==> src/rtl/lattice_scan_sequencer.sv <==
// lattice_scan_sequencer: raster (hor,vert) sweep with valid/ready issue and latency-matched write-back strobe; SCAN_AUTO_RESTART_EN loops sweeps forever
module lattice_scan_sequencer #(
  parameter int HPIXELS = 64,
  parameter int VPIXELS = 48,
  parameter int RW_LATENCY = 3,
  localparam int HOR_SIZE = $clog2(HPIXELS),
  localparam int VERT_SIZE = $clog2(VPIXELS)
) (
  input  logic                 clk_in,
  input  logic                 rst_n_in,
  input  logic                 start_in,
  input  logic                 ready_in,
  output logic [HOR_SIZE-1:0]  hor_out,
  output logic [VERT_SIZE-1:0] vert_out,
  output logic                 valid_out,
  output logic                 last_out,
  output logic                 wb_valid_out,
  output logic [HOR_SIZE-1:0]  wb_hor_out,
  output logic [VERT_SIZE-1:0] wb_vert_out,
  output logic                 busy_out,
  output logic                 done_out,
  output logic [15:0]          sweep_cnt_out
);
  typedef enum logic [1:0] {IDLE, SCAN, DRAIN, DONE} state_t;
  typedef struct packed {
    logic                 v;
    logic [HOR_SIZE-1:0]  h;
    logic [VERT_SIZE-1:0] vt;
  } wb_t;
`ifdef SCAN_AUTO_RESTART_EN
  localparam state_t AFTER_DONE = SCAN;
`else
  localparam state_t AFTER_DONE = IDLE;
`endif
  state_t state, state_nx;
  logic [HOR_SIZE-1:0] hor;
  logic [VERT_SIZE-1:0] vert;
  logic acc, h_end, v_end, drained;
  wb_t head;
  wb_t [RW_LATENCY-1:0] pipe;
  wb_t [RW_LATENCY:0] ext;
  assign h_end = hor == HOR_SIZE'(HPIXELS - 1);
  assign v_end = vert == VERT_SIZE'(VPIXELS - 1);
  assign valid_out = state == SCAN;
  assign last_out = valid_out & h_end & v_end;
  assign acc = valid_out & ready_in;
  assign hor_out = hor;
  assign vert_out = vert;
  assign busy_out = state != IDLE;
  assign done_out = state == DONE;
  assign head = '{v: acc, h: hor, vt: vert};
  assign ext = {pipe, head};
  assign wb_valid_out = pipe[RW_LATENCY-1].v;
  assign wb_hor_out = pipe[RW_LATENCY-1].h;
  assign wb_vert_out = pipe[RW_LATENCY-1].vt;
  // the tail entry retires on the coming edge, so only the earlier stages hold DRAIN open
  always_comb begin
    drained = 1'b1;
    for (int i = 0; i < RW_LATENCY - 1; i++) drained = drained & ~pipe[i].v;
  end
  always_comb begin
    state_nx = state;
    state_nx = state == IDLE  ? (start_in ? SCAN : IDLE) :
               state == SCAN  ? (acc && last_out ? DRAIN : SCAN) :
               state == DRAIN ? (drained ? DONE : DRAIN) : AFTER_DONE;
  end
  always_ff @(posedge clk_in or negedge rst_n_in) begin
    if (!rst_n_in) begin
      state <= IDLE;
      hor <= '0;
      vert <= '0;
      sweep_cnt_out <= '0;
      pipe <= '0;
    end else begin
      state <= state_nx;
      pipe <= ext[RW_LATENCY-1:0];
      if (state == DONE) sweep_cnt_out <= sweep_cnt_out + 1'b1;
      if (acc) begin
        hor <= h_end ? '0 : hor + 1'b1;
        vert <= last_out ? '0 : h_end ? vert + 1'b1 : vert;
      end else if (state == IDLE) begin
        hor <= '0;
        vert <= '0;
      end
    end
  end
endmodule
==> config.mk <==
export PLATFORM = sky130hd
export DESIGN_NAME = lattice_scan_sequencer
export DESIGN_NICKNAME = d
export VERILOG_FILES = /design/src/rtl/lattice_scan_sequencer.sv
export SDC_FILE = /design/constraint.sdc
export NUM_CORES = 1
export LEC_CHECK = 0
export CAP_MARGIN = 20
export CORE_MARGIN = 8
export CORE_UTILIZATION = 30
export CTS_CLUSTER_DIAMETER = 120
export DETAILED_ROUTE_END_ITERATION = 16
export PLACE_DENSITY_LB_ADDON = 0.25
export SLEW_MARGIN = 20
export SYNTH_ARGS = -nofsm -noshare
export SYNTH_HDL_FRONTEND = slang
export SYNTH_SLANG_ARGS = --single-unit
==> constraint.sdc <==
create_clock -name clk_in -period 2 [get_ports clk_in]
set_input_delay 0.4 -clock clk_in [delete_from_list [all_inputs] [get_ports clk_in]]
set_output_delay 0.4 -clock clk_in [all_outputs]
set_load 0.02 [all_outputs]
==> impl_metrics.py, run 1 <==
metrics = {
    "power_and_ir_drop": {
        "p_leak_nw": 1.64,
        "combPwrFrac": 0.182,
        "switching_share": 0.253,
        "internal_power_w": 0.00266,
        "vdd_drop_max_uv": 323,
        "finalPower_w": 0.00356,
        "p_sw_w": 0.000902,
        "power.density_nw_per_um2": 994,
        "pwr-share-seq": 0.462,
        "clock_power_share": 0.357,
    },
    "logic_synthesis": {
        "synth_seq_cells": 69,
        "synthFlopType": "dfrtp_1",
        "synth_edf_count": 0,
        "syn_avg_cell_area_sq_um": 12.8,
        "synthCells": 209,
        "async_reset_ff_frac": 1.00,
        "yosysSeqAreaShare": 0.645,
        "yosys_warnings": 0,
        "netlist_area_sq_um": 2680,
        "ys_types": 41,
        "synth_nets": 216,
    },
    "placed_design": {
        "routabilityCongestion": 0.778,
        "hpwl_microns": 3930,
        "port_buffers": 48,
        "post_dp_cell_area_sq_um": 3330,
        "dp.cells": 365,
    },
    "sta": {
        "slew_viol_final": 0,
        "fin_crit_ps": 1940,
        "holdWs_ps": 10.7,
        "tightest_slew_ps": 466,
        "setup-violations-final": 0,
        "fmax_mhz": 515,
        "relSlewSlack": 0.689,
        "post-route-period-util": 0.971,
        "fin_skew_ps": 5.33,
        "hold_viol_final": 0,
        "finalSetupTns_ps": 0,
        "rsz0062_at_grt": "true",
    },
    "clock_tree": {
        "cts_buffers": 9,
        "hold_buffers": 0,
        "cts_tree": "built",
        "cts.path.max_buffers": 2,
        "clkTransAtPathRegs_ps": 70,
        "cts.sinks": 69,
        "htree_num_levels": 3,
        "root_buffer": "clkbuf_8",
        "clk_latency_ps": 330,
    },
    "setup_path": {
        "r2r_start": "vert_out[1]",
        "rrSetupSlack_ps": 160,
        "cp-endpoint": "last_out",
        "startpoint": "vert_out[1]",
        "worst-r2r-cell-count": 6,
        "start_kind": "register",
        "critPathKind": "reg -> out",
        "r2r_end": "vert_out[0]",
        "crit_path_end_kind": "output port",
        "path_max_fanout": 2,
        "worstPathRequired_ps": 1600,
        "cp.arrival_ps": 1540,
    },
    "global_routing": {
        "grt_max_degree": 27,
        "gr-total-overflow": 0,
        "antenna_found_initial": 0,
        "grt_pass1_vias": 1677,
        "grt_pass1_wl_microns": 8840,
        "grt_use_total": 0.0900,
    },
    "run": {
        "maxCapViolCount": 0,
    },
    "route": {
        "drt_pre_antenna_iters": 4,
        "post_drt_wl_per_cell_microns": 14.0,
        "drtIter0Drc": 65,
        "wl_microns": 5340,
        "vias_per_cell": 4.42,
        "drtAntennaViolNets": 0,
        "num_vias": 1689,
        "route.detailed.drc": 0,
    },
    "floorplan": {
        "die_w_microns": 110,
        "die_h_microns": 110,
        "rows": 34,
        "ios": 49,
        "core_area_sq_um": 8680,
        "initial_core_util": 0.308,
        "die-area_sq_um": 12200,
    },
    "cells_and_area": {
        "mostFrequentLayoutCells": "dfrtp_1 (68), clkdlybuf4s50_1 (43), buf_4 (27)",
        "stdcell_count": 382,
        "fin_nets": 276,
        "fin_area_sq_um": 3580,
        "fillers": 829,
        "layout_commonest_cell": "dfrtp_1",
        "drive_above_1_share": 0.219,
        "area_growth_syn_to_layout_pct": 33.8,
        "num_antenna_cells": 0,
    },
    "status": {
        "status": "finished clean",
    },
    "min_path": {
        "hold_class": "in -> async",
    },
}
[metal layers]
metal,up-vias,global-route usage,part of all wire,routed length (microns)
met4,0,0.0486,0.019,103
met2,42,0.130,0.46,2440
li1,813,-,-,-
met5,-,0,0,0
met1,827,0.112,0.46,2470
met3,7,0.0363,0.062,333
[what timing repair did]
| action | 4_1_cts | 5_1_grt |
|---|---|---|
| pin swaps | 0 | 3 |
| resized for setup | 9 | 5 |
| buffers inserted | 0 | 1 |
| endpoints found under the hold margin | 0 | 0 |
| setup endpoints to repair | 4 | 1 |
[logic make-up (layout without fill, tap and decap cells)]
group / count (synthesis) / after routing / synth area share
compound gates: 25 / 25 / 0.0645
mux: 2 / 2 / 0.00795
simple gates: 55 / 55 / 0.122
xor+xnor: 17 / 17 / 0.0557
flops: 69 / 69 / 0.645
fa+ha+maj: 3 / 3 / 0.0140
buf+inv: 38 / 103 / 0.0907
[critical path, stage by stage (launching register included)]
cell,delay [ps]
dfrtp_1,360
ha_2,200
nand3_2,100
nor3b_2,230
and3_1,190
buf_6,120
[layout make-up]
type | count | area (sq um) | share of cell area
clock buffers | 13 | 159 | 0.0444
inverters | 9 | 33.8 | 0.00944
clock inverters | 3 | 67.6 | 0.0189
repair buffers | 78 | 736 | 0.206
flip-flops and latches | 69 | 1730 | 0.483
well taps | 108 | 135 | 0.0377
multi-input cells | 102 | 721 | 0.201
[registers in the layout, indices dropped and copies added, names as in the netlist]
signal,cells
ext,26
wb_valid_out,1
sweep_cnt_out,16
wb_vert_out,6
hor_out,6
state,2
vert_out,6
wb_hor_out,6
[how the worst min path moves through the flow]
stage / slack, ps / cells past startpoint / end / from
finish: 10 / 1 / ext[17] / rst_n_in
global route: 30 / 1 / wb_vert_out[4] / rst_n_in
CTS: 10 / 1 / wb_hor_out[4] / rst_n_in
detailed placement: 330 / 0 / ext[37] / ext[24]
global placement: 330 / 0 / ext[31] / ext[18]
floorplan: 100 / 0 / ext[13] / rst_n_in
[cells in the mapped netlist (2+ instances only)]
cell type	count	share of area
dfrtp_1	69	0.65
buf_4	24	0.067
xnor2_1	13	0.043
nand3_1	12	0.022
nand2_1	10	0.014
inv_1	9	0.013
nand4_1	8	0.019
nor2_1	6	0.0084
o21ai_0	6	0.011
o22ai_1	5	0.012
xor2_1	4	0.013
a21oi_1	3	0.0056
and3_1	3	0.0070
ha_1	3	0.014
a21oi_2	2	0.0065
a22o_1	2	0.0065
a31oi_1	2	0.0047
buf_2	2	0.0037
o31ai_1	2	0.0056
or3_1	2	0.0047
or4_1	2	0.0056
[per-stage QoR]
stage,util,setup WS [ps]
after floorplan,-,198
after global placement,0.384,-47.1
after detailed placement,0.384,-92.2
after CTS,0.411,-47.8
final,0.412,58.3
after global routing,0.412,-25.0
[power groups by stage]
| stage | registers (W) | clock network [W] | logic [W] |
|---|---|---|---|
| after global placement | 0.00167 | 0 | 0.000654 |
| after detailed placement | 0.00167 | 0 | 0.000660 |
| final | 0.00164 | 0.00127 | 0.000646 |
| after floorplan | 0.00170 | 0 | 0.000368 |
| after global routing | 0.00167 | 0.00137 | 0.000705 |
| after CTS | 0.00165 | 0.00130 | 0.000661 |
(Power assumes the default switching activity.)
==> inputs of run 2 (changes only) <==
--- a/config.mk
+++ b/config.mk
@@ -11,7 +11,6 @@
 export CTS_CLUSTER_DIAMETER = 120
 export DETAILED_ROUTE_END_ITERATION = 16
 export PLACE_DENSITY_LB_ADDON = 0.25
-export SLEW_MARGIN = 20
 export SYNTH_ARGS = -nofsm -noshare
 export SYNTH_HDL_FRONTEND = slang
 export SYNTH_SLANG_ARGS = --single-unit
==> results of run 2 <==
The final DEF is identical to that of run 1; final timing and power are the same.
==> inputs of run 3 (changes only) <==
--- a/config.mk
+++ b/config.mk
@@ -10,7 +10,9 @@
 export CORE_UTILIZATION = 30
 export CTS_CLUSTER_DIAMETER = 120
 export DETAILED_ROUTE_END_ITERATION = 16
+export GPL_TIMING_DRIVEN = 0
 export PLACE_DENSITY_LB_ADDON = 0.25
+export SLEW_MARGIN = 20
 export SYNTH_ARGS = -nofsm -noshare
 export SYNTH_HDL_FRONTEND = slang
 export SYNTH_SLANG_ARGS = --single-unit
==> run 3 against run 2 <==
  * Clock-buffer cell count decreased by 3
  * Via count decreased by 1.6%
  * Global-route usage decreased by 0.49 points
  * Final cell count increased by 1.3%
  * Fmax increased by 0.32%
  * Critical endpoint unchanged
  * Highest routed layer unchanged
==> impl_metrics.py, run 3 (synthesized netlist as in run 1, its figures left out) <==
metrics = {
    "cells_and_area": {
        "fillers": 815,
        "num_antenna_cells": 0,
        "area_growth_syn_to_layout_pct": 36.6,
        "fin_util": 0.421,
        "fin_area_sq_um": 3650,
        "fin_nets": 281,
        "mostFrequentLayoutCells": "dfrtp_1 (60), clkdlybuf4s50_1 (39), buf_4 (31)",
        "largest_reg_flops": 26,
        "drive_above_1_share": 0.280,
        "layout_commonest_cell": "dfrtp_1",
    },
    "sta": {
        "fmax_mhz": 517,
        "post-route-period-util": 0.968,
        "fin_crit_ps": 1940,
        "tightest_slew_ps": 695,
        "relSlewSlack": 0.533,
        "hold_viol_final": 0,
        "fin_skew_ps": 4.85,
        "slew_viol_final": 0,
        "rsz0062_at_grt": "true",
        "setup-violations-final": 0,
    },
    "placed_design": {
        "hpwl_microns": 3430,
        "post_dp_cell_area_sq_um": 3300,
        "port_buffers": 47,
        "routabilityCongestion": 0.747,
    },
    "clock_tree": {
        "cts_tree": "built",
        "root_buffer": "clkbuf_8",
        "cts.path.max_buffers": 2,
        "cts.sinks": 69,
        "htree_num_levels": 3,
        "cts_buffers": 9,
        "clkTransAtPathRegs_ps": 70,
        "clk_latency_ps": 340,
    },
    "setup_path": {
        "critPathKind": "reg -> out",
        "r2r_end": "vert_out[2]",
        "cp_slowest_cell": "dfrtp_1",
        "worst-r2r-cell-count": 5,
        "path_max_fanout": 4,
        "crit_path_end_kind": "output port",
        "rrSetupSlack_ps": 180,
        "max_stage_delay_ps": 410,
        "start_kind": "register",
        "r2r_start": "hor_out[1]",
        "worstPathRequired_ps": 1600,
        "cp-endpoint": "last_out",
        "path_cells": "ha_4 -> nand3_4 -> nor3b_2 -> and3_1 -> buf_6",
        "cp.arrival_ps": 1540,
        "startpoint": "vert_out[1]",
    },
    "floorplan": {
        "die_w_microns": 110,
        "core_area_sq_um": 8680,
        "die_h_microns": 110,
        "rows": 34,
        "initial_core_util": 0.308,
        "die-area_sq_um": 12200,
        "ios": 49,
    },
    "route": {
        "drt_pre_antenna_iters": 4,
        "vias_per_cell": 4.29,
        "route.detailed.drc": 0,
        "wl_microns": 4950,
        "drtIter0Drc": 69,
        "post_drt_wl_per_cell_microns": 12.8,
        "num_vias": 1662,
        "drtAntennaViolNets": 0,
    },
    "power_and_ir_drop": {
        "power.density_nw_per_um2": 1020,
        "vdd_drop_max_uv": 437,
        "p_leak_nw": 1.68,
    },
    "global_routing": {
        "grt_use_total": 0.0851,
        "grt_pass1_wl_microns": 8310,
        "antenna_found_initial": 0,
        "gr-total-overflow": 0,
        "grt_max_degree": 44,
        "grt_pass1_vias": 1671,
    },
    "min_path": {
        "worstHoldStart": "ext[31]",
        "hold_class": "reg -> reg",
    },
    "run": {
        "maxCapViolCount": 0,
    },
    "status": {
        "status": "finished clean",
    },
}
==> run 3: area by class of cell <==
| type | instances | area (sq um) | share of cell area |
|---|---|---|---|
| clock inverters | 6 | 110 | 0.0301 |
| multi-input cells | 102 | 758 | 0.207 |
| clock buffers | 10 | 138 | 0.0377 |
| repair buffers | 54 | 532 | 0.145 |
| inverters | 9 | 33.8 | 0.00924 |
| well taps | 108 | 135 | 0.0370 |
| plain buffers | 29 | 210 | 0.0575 |
| flip-flops and latches | 69 | 1740 | 0.476 |
==> run 3: worst min-delay path by stage <==
stage,end,slack [ps],cells past startpoint
after floorplan,ext[13],100,0
after detailed placement,ext[34],330,0
after CTS,wb_vert_out[3],350,0
after global routing,wb_vert_out[4],350,0
after global placement,ext[36],330,0
final,wb_vert_out[5],350,0
==> run 3: power breakdown <==
part / leakage (nW) / total [W] / internal (W) / switching, W
registers: 0.897 / 0.00171 / 0.00159 / 0.000123
logic: 0.667 / 0.000658 / 0.000366 / 0.000292
clock network: 0.119 / 0.00137 / 0.000859 / 0.000508
total: 1.68 / 0.00374 / 0.00282 / 0.000924
==> run 3: critical path, delay by kind of cell, from the launching register on <==
| family | cells | cell delay (ps) |
|---|---|---|
| buffers and inverters | 1 | 120 |
| DFF | 1 | 410 |
| and+or+nand+nor | 3 | 490 |
| adders and majority gates | 1 | 170 |
==> run 3: metal layers <==
layer	up-vias	routed length, microns	track usage
met5	-	0	0
met4	0	111	0.0486
met3	6	317	0.0460
met2	43	2340	0.126
met1	791	2190	0.0955
li1	822	-	-
==> run 3: through the flow <==
step | cells | total power [W] | setup TNS, ps | hold WS, ps | setup WS (ps)
5_1_grt | 387 | 0.00396 | -63.9 | 353 | -63.9
2_1_floorplan | 209 | 0.00207 | 0 | 104 | 198
3_5_place_dp | 365 | 0.00235 | -532 | 335 | -446
4_1_cts | 384 | 0.00378 | 0 | 347 | 15.7
6_report | 387 | 0.00374 | 0 | 349 | 64.5
3_3_place_gp | 364 | 0.00234 | -122090 | 331 | -1760
==> run 3: timing repair <==
item,CTS,global route
hold buffers,1,0
pin swaps,2,2
endpoints found under the hold margin,26,0
endpoints found under the setup margin,12,8
resized for setup,21,13
buffers inserted,2,3
